[config.mk]
export PLATFORM = sky130hd
export DESIGN_NAME = inv_mixcolumns_iter
export DESIGN_NICKNAME = d
export VERILOG_FILES = /design/src/rtl/inv_mixcolumns_iter.sv
export SDC_FILE = /design/constraint.sdc
export NUM_CORES = 1
export LEC_CHECK = 0
export BUFFER_PORTS_ARGS = -buffer_cell sky130_fd_sc_hd__buf_2
export CELL_PAD_IN_SITES_DETAIL_PLACEMENT = 0
export CELL_PAD_IN_SITES_GLOBAL_PLACEMENT = 1
export CORE_ASPECT_RATIO = 0.75
export CORE_UTILIZATION = 49
export CTS_BUF_LIST = sky130_fd_sc_hd__clkbuf_4 sky130_fd_sc_hd__clkbuf_8
export DETAILED_ROUTE_END_ITERATION = 10
export GPL_ROUTABILITY_DRIVEN = 0
export PLACE_DENSITY_LB_ADDON = 0.2
export RECOVER_POWER = 100
export SLEW_MARGIN = 20
export SYNTH_ARGS = -nofsm -noshare
export SYNTH_HDL_FRONTEND = slang
export SYNTH_SLANG_ARGS = --single-unit
[constraint.sdc]
create_clock -name clk -period 7.2 [get_ports clk]
set_clock_uncertainty 0.15 [all_clocks]
set_input_delay 1.44 -clock clk [delete_from_list [all_inputs] [get_ports clk]]
set_output_delay 1.44 -clock clk [all_outputs]
set_load 0.02 [all_outputs]
[src/rtl/inv_mixcolumns_iter.sv]
// Iterative AES InvMixColumns: accepts one 128-bit state, transforms
// COLS_PER_CYCLE columns per clock on shared GF(2^8) lanes, then holds the result.
module inv_mixcolumns_iter #(
  parameter logic [7:0] GF_POLY        = 8'h1B,
  parameter int         COLS_PER_CYCLE = 1
) (
  input  logic         clk,
  input  logic         rst_n,
  input  logic         in_valid,
  output logic         in_ready,
  input  logic [127:0] in_data,
  output logic         out_valid,
  input  logic         out_ready,
  output logic [127:0] out_data,
  output logic         busy
);

  typedef enum logic [1:0] {IDLE, COMPUTE, DONE} state_t;

  state_t       state, state_next;
  logic [127:0] work, work_next;
  logic [1:0]   col;
  logic         last_col;
  logic [31:0]  cols     [4];
  logic [31:0]  lane_in  [COLS_PER_CYCLE];
  logic [31:0]  lane_out [COLS_PER_CYCLE];

  generate
    if (!(COLS_PER_CYCLE == 1 || COLS_PER_CYCLE == 2 || COLS_PER_CYCLE == 4)) begin : g_bad_cfg
      $error("inv_mixcolumns_iter: COLS_PER_CYCLE must be 1, 2 or 4");
    end
  endgenerate

  function automatic logic [7:0] xtime(input logic [7:0] x);
    return {x[6:0], 1'b0} ^ ({8{x[7]}} & GF_POLY);
  endfunction

  function automatic logic [31:0] inv_col(input logic [31:0] a);
    logic [7:0] x1 [4];
    logic [7:0] x2 [4];
    logic [7:0] x4 [4];
    logic [7:0] x8 [4];
    logic [7:0] m9 [4];
    logic [7:0] mb [4];
    logic [7:0] md [4];
    logic [7:0] me [4];
    for (int i = 0; i < 4; i++) begin
      x1[i] = a[31-8*i -: 8];
      x2[i] = xtime(x1[i]);
      x4[i] = xtime(x2[i]);
      x8[i] = xtime(x4[i]);
      m9[i] = x8[i] ^ x1[i];
      mb[i] = x8[i] ^ x2[i] ^ x1[i];
      md[i] = x8[i] ^ x4[i] ^ x1[i];
      me[i] = x8[i] ^ x4[i] ^ x2[i];
    end
    return {me[0] ^ mb[1] ^ md[2] ^ m9[3],
            m9[0] ^ me[1] ^ mb[2] ^ md[3],
            md[0] ^ m9[1] ^ me[2] ^ mb[3],
            mb[0] ^ md[1] ^ m9[2] ^ me[3]};
  endfunction

  // Shared lanes pick up the block of columns starting at col.
  for (genvar gi = 0; gi < COLS_PER_CYCLE; gi++) begin : g_lane
    assign lane_in[gi]  = cols[col + 2'(gi)];
    assign lane_out[gi] = inv_col(lane_in[gi]);
  end

  // Each column is overwritten only when its block is the one being processed.
  for (genvar gi = 0; gi < 4; gi++) begin : g_col
    localparam int         LANE = gi % COLS_PER_CYCLE;
    localparam logic [1:0] BASE = 2'(gi - LANE);
    assign cols[gi] = work[127-32*gi -: 32];
    assign work_next[127-32*gi -: 32] =
      (state == COMPUTE && col == BASE) ? lane_out[LANE] : cols[gi];
  end

  assign last_col  = (col == 2'(4 - COLS_PER_CYCLE));
  assign in_ready  = (state == IDLE);
  assign out_valid = (state == DONE);
  assign busy      = (state != IDLE);

  always_ff @(posedge clk or negedge rst_n) begin
    if (!rst_n) state <= IDLE;
    else        state <= state_next;
  end

  always_comb begin
    state_next = state;
    case (state)
      IDLE:    if (in_valid)  state_next = COMPUTE;
      COMPUTE: if (last_col)  state_next = DONE;
      DONE:    if (out_ready) state_next = IDLE;
      default:                state_next = IDLE;
    endcase
  end

  always_ff @(posedge clk or negedge rst_n) begin
    if (!rst_n) begin
      work     <= '0;
      col      <= '0;
      out_data <= '0;
    end else begin
      case (state)
        IDLE: if (in_valid) begin
          work <= in_data;
          col  <= '0;
        end
        COMPUTE: begin
          work <= work_next;
          col  <= col + 2'(COLS_PER_CYCLE);
          if (last_col) out_data <= work_next;
        end
        default: ;
      endcase
    end
  end

endmodule

==> impl_metrics.tcl, run 1 <==
set metrics [dict create \
    placement.cell_area_um2 15400 \
    reg2reg_from "col[1]" \
    io-pin-count 263 \
    post-route-min-period_ns 5.45 \
    slowest_stage_delay_on_critical_path_ns 1.26 \
    yosys-top-cells-count "dfrtp_1, a21oi_1, o21ai_0" \
    cp_cell_sequence "clkbuf_1, ha_1, nand2_1, clkbuf_2, nand2_1, o21ai_0" \
    yosys.cell_count.top_type "dfrtp_1" \
    worstHoldPathCells 2 \
    worst-path-max-fanout 68 \
    synth_unique_cells 38 \
    cts.sink_count 260 \
    cts_tree "built" \
    grt_util_all_layers_pct 36.2 \
    fin_worst_hold_slack_ns 0.330 \
    drcViolationCount 0 \
    cp.required_ns 7.45 \
    fraction_of_final_layout_cells_with_drive_strength_greater_than_1_pct 18.0 \
    grt_start_max_net_pins 132 \
    num_rows 52 \
    setup_viol 0 \
    async_flop_share_pct 100 \
    violations "capacitance limit, slew limit" \
    port_bufs 262 \
    finalNetCount 1641 \
    synth_area_per_cell_um2 10.8 \
    ff2ff_path_depth 6 \
    max-cap-violations 3 \
    maxSlewViolCount 190 \
    first_pass_grt_wire_length_um 76000 \
    synth_area_um2 13900 \
    rsz0062_at_grt "false" \
    max_slew_margin_pct -61.8 \
    holdCritStartpoint "out_data[78]" \
    critical_path_arrival_ns 5.70 \
    worstHoldPathType "reg2reg" \
    first_global_vias 11415 \
    ys_warn_count 0 \
    vias_per_cell 6.27 \
    path_class "reg2reg" \
    drt_pass1_iterations 6 \
    postCtsSetupBuffers 0 \
    clock_latency_ns 0.57 \
    first_iter_violations 1546 \
    post_detailed_route_wirelength_per_cell_um 27.1 \
    layout-area-overhead-vs-synth_pct 16.1 \
    cp-end-kind "register" \
    root_buffer_cell "clkbuf_8" \
    result_of_the_run "finished, violations left" \
    postRouteWirelength_um 51900 \
    post-route-period-util_pct 75.7 \
    antenna_violations_before_repair 2 \
    register_to_register_setup_slack_ns 1.75 \
    synth_enable_flop_cells 0 \
    dieWidth_um 196 \
    synth_largest_type_area_fraction_pct 47.0 \
    hold_violations 0 \
    grt_overflow_total 0 \
    synth.net_count 1416 \
    netlist_instances 1280 \
    ctsHoldBuffers 0 \
    setup_total_negative_slack_ns 0 \
    worstSetupStartpointType "register" \
    vias 12008 \
    synthFlopType "dfrtp_1" \
    cts_resized 0 \
    dominant_cells_by_area_after_synthesis "dfrtp_1, xnor3_1, a21oi_1" \
    start_util_pct 50.6 \
    clk_path_buf_depth 3 \
    yosysTopAreaCell "dfrtp_1" \
    startpoint "col[1]" \
    crit_path_end "out_data[49]" \
    finalCoreUtilization_pct 58.8 \
    antenna_violating_nets_post_route 0 \
    fp.dieArea_um2 29000 \
    number_of_buffers_created_by_cts 43 \
    finalInstanceArea_um2 16100 \
    die_height_um 148 \
    postSynthRegisterBits 260 \
    worst-slew-pin-transition_ns 2.43 \
    cts.htree.levels 2 \
    reg2reg_to "out_data[49]" \
    crit_path_frequent_cell "nand2_1" \
    cp_slowest_cell "nand2_1" \
    core_um2 27400 \
    max_clock_freq_ghz 0.184 \
    synth-seq-area-share_pct 47.0 \
    cts.reportedPaths.clkPinSlew_ns 0.07 \
    place.detailed.hpwl_um 36900 \
]
layout make-up:
| class | count | area [µm²] |
|---|---|---|
| well taps | 378 | 473 |
| clock buffers | 65 | 813 |
| flip-flops and latches | 260 | 6510 |
| diodes | 1 | 2.50 |
| fillers | 2465 | 11300 |
| clock inverters | 12 | 144 |
| multi-input cells | 909 | 6830 |
| repair buffers | 283 | 1300 |
| inverters | 8 | 30.0 |
stage by stage:
| step | std cells | setup WS (ns) |
|---|---|---|
| after floorplan | 1280 | 3.90 |
| after global placement | 1837 | 2.72 |
| after detailed placement | 1837 | 2.60 |
| after CTS | 1914 | 2.59 |
| after global routing | 1915 | 1.45 |
| final | 1916 | 1.75 |
registers in the layout (all words and copies together) (netlist names):
| signal | flops |
|---|---|
| col | 2 |
| cols | 128 |
| out_data | 128 |
| state | 2 |
worst max-delay path: cells and delay by family (launching register included):
kind                     cells  cell delay (ns)
buffers and inverters        2             1.74
flip-flops                   1             1.08
adder cells (fa/ha/maj)      1             0.60
AO/OA/AOI/OAI                1             0.12
AND/OR/NAND/NOR              2             1.53
cell families (layout without fill, tap and decap cells):
kind of cell | Yosys count | count (layout) | share of synthesized area [%]
AO/OA/AOI/OAI | 506 | 506 | 20.5
flip-flops | 260 | 260 | 47.0
AND/OR/NAND/NOR | 201 | 201 | 5.72
XOR/XNOR | 166 | 166 | 17.8
multiplexers | 32 | 32 | 5.20
buffers and inverters | 111 | 368 | 3.47
adder cells (fa/ha/maj) | 4 | 4 | 0.361
other | 0 | 1 | 0
routing by layer:
layer | global-route usage, % | vias up | wire length (µm)
met5 | 0 | - | 26
met4 | 7.38 | 4 | 993
met3 | 15.4 | 94 | 7590
met2 | 48.6 | 866 | 21400
met1 | 54.3 | 5965 | 21900
li1 | - | 5079 | -
placed cells by master (no fill, tap or decap), drive strengths merged, types with 5 or more instances in the layout:
cell / count
inv: 9
o21a: 28
nand2: 113
nor2: 72
clkbuf: 203
a221o: 6
a22oi: 21
a21oi: 201
dfrtp: 260
xnor3: 56
xnor2: 82
clkinv: 6
o211ai: 5
mux4: 32
nor2b: 5
and2: 7
buf: 145
o21ai: 138
o22ai: 103
xor2: 24
worst min-delay path by stage:
stage | end | slack, ns
finish | out_data[78] | 0.33
global route | out_data[0] | 0.35
CTS | out_data[0] | 0.33
detailed placement | out_data[4] | 0.32
global placement | out_data[7] | 0.31
floorplan | cols[39] | 0.32
Power of run 1 is not shown: default switching activity piles up to over one toggle a cycle in this logic, so the estimate is an artifact.
==> inputs of run 2 (changes only) <==
--- a/config.mk
+++ b/config.mk
@@ -9,7 +9,7 @@
 export CELL_PAD_IN_SITES_DETAIL_PLACEMENT = 0
 export CELL_PAD_IN_SITES_GLOBAL_PLACEMENT = 1
 export CORE_ASPECT_RATIO = 0.75
-export CORE_UTILIZATION = 49
+export CORE_UTILIZATION = 41
 export CTS_BUF_LIST = sky130_fd_sc_hd__clkbuf_4 sky130_fd_sc_hd__clkbuf_8
 export DETAILED_ROUTE_END_ITERATION = 10
 export GPL_ROUTABILITY_DRIVEN = 0
==> constraint.sdc (replaced) <==
create_clock -name clk -period 4.7 [get_ports clk]
set_clock_uncertainty 0.15 [all_clocks]
set_input_delay 0.94 -clock clk [delete_from_list [all_inputs] [get_ports clk]]
set_output_delay 0.94 -clock clk [all_outputs]
set_load 0.02 [all_outputs]
==> impl_metrics.tcl, run 2 (synthesis gave the netlist of run 1 again) <==
set metrics [dict create \
    cts.reportedPaths.clkPinSlew_ns 0.07 \
    antenna_violating_nets_post_route 0 \
    ff2ff_path_depth 9 \
    max_slew_margin_pct -85.1 \
    post-route-period-util_pct 90.5 \
    clk_path_buf_depth 3 \
    reg2reg_from "col[0]" \
    violations "capacitance limit, slew limit" \
    layout-area-overhead-vs-synth_pct 19.3 \
    setup_total_negative_slack_ns 0 \
    core_um2 32800 \
    grt_util_all_layers_pct 30.7 \
    place.detailed.hpwl_um 39100 \
    worst-slew-pin-transition_ns 2.78 \
    cts_resized 0 \
    drt_pass1_iterations 5 \
    worstHoldPathCells 2 \
    vias 11858 \
    finalCoreUtilization_pct 50.4 \
    grt_overflow_total 0 \
    placement.cell_area_um2 15800 \
    slowest_stage_delay_on_critical_path_ns 0.70 \
    io-pin-count 263 \
    setup_viol 0 \
    cts_tree "built" \
    reg2reg_to "out_data[66]" \
    root_buffer_cell "clkbuf_8" \
    cp.required_ns 5.00 \
    fraction_of_final_layout_cells_with_drive_strength_greater_than_1_pct 19.4 \
    rsz0062_at_grt "false" \
    post_detailed_route_wirelength_per_cell_um 26.4 \
    startpoint "col[0]" \
    crit_path_end "out_data[66]" \
    maxSlewViolCount 156 \
    critPathTopFamily "XOR/XNOR gates" \
    mostFrequentLayoutCells "dfrtp_1, a21oi_1, clkbuf_1" \
    postCtsSetupBuffers 0 \
    first_global_vias 11376 \
    first_iter_violations 1344 \
    cp_num_buf_inv 2 \
    finalInstanceArea_um2 16500 \
    cp_slowest_cell "clkbuf_1" \
    drcViolationCount 0 \
    antenna_violations_before_repair 1 \
    path_class "reg2reg" \
    hold_violations 0 \
    worstSetupStartpointType "register" \
    cp-end-kind "register" \
    number_of_buffers_created_by_cts 44 \
    fp.dieArea_um2 34500 \
    finalNetCount 1670 \
    cts.sink_count 260 \
    setup_slack_ns 0.447 \
    worstHoldPathType "reg2reg" \
    cp_cell_sequence "buf_12, mux4_2, xnor2_1, xnor3_1, xnor2_1, clkbuf_1, nor2_1, a21oi_1, o21ai_0" \
    vias_per_cell 5.89 \
    place_ws_ns 0.716 \
    cp.depth 9 \
    critical_path_arrival_ns 4.56 \
    clock_latency_ns 0.58 \
    register_to_register_setup_slack_ns 0.45 \
    grt_start_max_net_pins 108 \
    final_common_cell "dfrtp_1" \
    post-route-min-period_ns 4.25 \
    result_of_the_run "finished, violations left" \
    start_util_pct 42.2 \
    crit_path_frequent_cell "xnor2_1" \
    dieWidth_um 214 \
    max-cap-violations 2 \
    first_pass_grt_wire_length_um 77300 \
    cts.htree.levels 2 \
    ctsHoldBuffers 0 \
    postRouteWirelength_um 53200 \
    num_rows 57 \
    die_height_um 161 \
    max_clock_freq_ghz 0.235 \
    port_bufs 262 \
    worst-path-max-fanout 27 \
]
## run 2: per-layer routing
metal / global-route usage [%] / vias up / part of all wire, %
met5: 0 / - / 0
met4: 7.14 / 0 / 1.8
met3: 10.7 / 68 / 12
met2: 42.8 / 675 / 42
met1: 45.5 / 5970 / 44
li1: - / 5145 / -
## run 2: final cells by class
class	instances	area, µm²
fillers	3146	16300
multi-input cells	909	6860
flip-flops and latches	260	6510
repair buffers	311	1540
clock buffers	74	925
well taps	442	553
clock inverters	7	114
inverters	8	30.0
diodes	2	5.00
## run 2: how the worst min path moves through the flow
stage / from / end / slack [ns]
6_report: out_data[2] / out_data[2] / 0.33
5_1_grt: out_data[119] / out_data[119] / 0.35
4_1_cts: rst_n / out_data[11] / 0.31
3_5_place_dp: out_data[12] / out_data[12] / 0.31
3_3_place_gp: out_data[15] / out_data[15] / 0.31
2_1_floorplan: cols[39] / cols[39] / 0.32
## run 2: tightest hold or removal path, cell delays in order (launching register included)
cell and delay [ns]:
dfrtp_1 0.34, nand2_1 0.05, o21ai_0 0.06
## run 2: per-stage QoR
step | cells | hold slack (ns)
3_5_place_dp | 1930 | 0.314
4_1_cts | 2011 | 0.312
3_3_place_gp | 1930 | 0.308
6_report | 2013 | 0.327
5_1_grt | 2011 | 0.352
2_1_floorplan | 1280 | 0.316
Power of run 2 is left out for the same reason.
==> inputs of run 3 (changes only) <==
--- a/config.mk
+++ b/config.mk
@@ -13,6 +13,7 @@
 export CTS_BUF_LIST = sky130_fd_sc_hd__clkbuf_4 sky130_fd_sc_hd__clkbuf_8
 export DETAILED_ROUTE_END_ITERATION = 10
 export GPL_ROUTABILITY_DRIVEN = 0
+export GPL_TIMING_DRIVEN = 0
 export PLACE_DENSITY_LB_ADDON = 0.2
 export RECOVER_POWER = 100
 export SLEW_MARGIN = 20
==> impl_metrics.tcl, run 3 (synthesis gave the netlist of run 1 again) <==
set metrics [dict create \
    grt_util_all_layers_pct 34.7 \
    setup_slack_ns -0.0444 \
    io-pin-count 263 \
    cts.sink_count 260 \
    result_of_the_run "finished, violations left" \
    clock_latency_ns 0.60 \
    layout-area-overhead-vs-synth_pct 19.2 \
    crit_path_frequent_cell "buf_2" \
    cts.htree.levels 2 \
    vias_per_cell 6.15 \
    critical_path_arrival_ns 5.05 \
    finalCoreUtilization_pct 50.3 \
    max-cap-violations 1 \
    dieWidth_um 214 \
    max_slew_margin_pct -123 \
    slowest_stage_delay_on_critical_path_ns 1.05 \
    grt_start_max_net_pins 79 \
    mostFrequentLayoutCells "dfrtp_1, clkbuf_1, a21oi_1" \
    drt_pass1_iterations 6 \
    root_buffer_cell "clkbuf_8" \
    drcViolationCount 0 \
    postCtsSetupBuffers 0 \
    place.detailed.hpwl_um 45400 \
    cts_resized 0 \
    vias 12714 \
    worst-path-max-fanout 10 \
    post_detailed_route_wirelength_per_cell_um 29.2 \
    number_of_buffers_created_by_cts 44 \
    first_pass_grt_wire_length_um 85800 \
    antenna_violating_nets_post_route 0 \
    cts.reportedPaths.clkPinSlew_ns 0.06 \
    finalNetCount 1728 \
    ctsHoldBuffers 0 \
    post-route-min-period_ns 4.74 \
    die_height_um 161 \
    grt_overflow_total 0 \
    worstSetupStartpointType "register" \
    violations "capacitance limit, slew limit, setup timing" \
    fillCellCount 3226 \
    rsz0062_at_grt "false" \
    postRouteWirelength_um 60300 \
    num_rows 57 \
    cp.required_ns 5.00 \
    first_iter_violations 1561 \
    start_util_pct 42.2 \
    port_bufs 262 \
    fraction_of_final_layout_cells_with_drive_strength_greater_than_1_pct 17.0 \
    maxSlewViolCount 56 \
    antenna_violations_before_repair 3 \
    post-route-period-util_pct 101 \
    path_class "reg2reg" \
    cts_tree "built" \
    cp_cell_sequence "buf_2, buf_2, buf_2, mux4_2, clkbuf_1, xor3_1, xnor2_1, xnor2_1, nor2_1, a21oi_1, o21ai_0" \
    final_common_cell "dfrtp_1" \
    multi_input_comb_area_um2 6810 \
    fp.dieArea_um2 34500 \
    cp_slowest_cell "xnor2_1" \
    cp-end-kind "register" \
    hold_violations 0 \
    worstHoldPathType "reg2reg" \
    worst-slew-pin-transition_ns 3.34 \
    setup_viol 1 \
    core_um2 32800 \
    max_clock_freq_ghz 0.211 \
    antenna_diode_count 0 \
    seq_area_um2 6510 \
    first_global_vias 12291 \
    clk_path_buf_depth 3 \
]
[run 3: final cells by class]
type / instances / share of cell area [%]
buffer: 103 / 2.73
clock inverter: 12 / 0.705
inverter: 8 / 0.182
sequential: 260 / 39.4
multi-input combinational: 909 / 41.3
timing repair buffer: 266 / 7.41
clock buffer: 67 / 4.98
tap: 442 / 3.35
[run 3: worst max-delay path: cells and delay by family (launching register included)]
kind	cells	cell delay, ns
compound gates	2	0.47
flops	1	0.37
simple gates	1	0.15
xor+xnor	3	1.67
buf+inv	4	1.51
mux	1	0.27
[run 3: metal layers]
layer  track usage [%]  share of wire [%]  up-vias
met5                 0              0.017        -
met2              49.1                 42      951
met4              13.2                4.1        2
met1              50.3                 41     6352
li1                  -                  -     5254
met3              9.98                 13      155
[run 3: metrics by stage]
| step | hold WS (ns) | std cells | TNS (ns) | instance area (µm²) | setup WS (ns) |
|---|---|---|---|---|---|
| floorplan | 0.316 | 1280 | 0 | 13900 | 1.40 |
| global placement | 0.314 | 1984 | -622.48 | 15700 | -2.44 |
| detailed placement | 0.317 | 1988 | 0 | 15800 | 0.188 |
| CTS | 0.145 | 2067 | 0 | 16800 | 0.163 |
| global route | 0.358 | 2067 | 0 | 16500 | 0.0215 |
| finish | 0.329 | 2067 | -0.0444 | 16500 | -0.0444 |
[run 3: final timing paths]
check | from | end | slack, ns | cells past startpoint
worst max-delay path | col[1] | out_data[127] | -0.04 | 11
worst min-delay path | out_data[4] | out_data[4] | 0.33 | 2
worst max register to register | col[1] | out_data[127] | -0.04 | 11
worst min register to register | out_data[4] | out_data[4] | 0.33 | 2
max in group asynchronous | rst_n | cols[63] | 0.87 | 3
min in group asynchronous | rst_n | out_data[11] | 1.33 | 1
Power of run 3 is left out for the same reason.
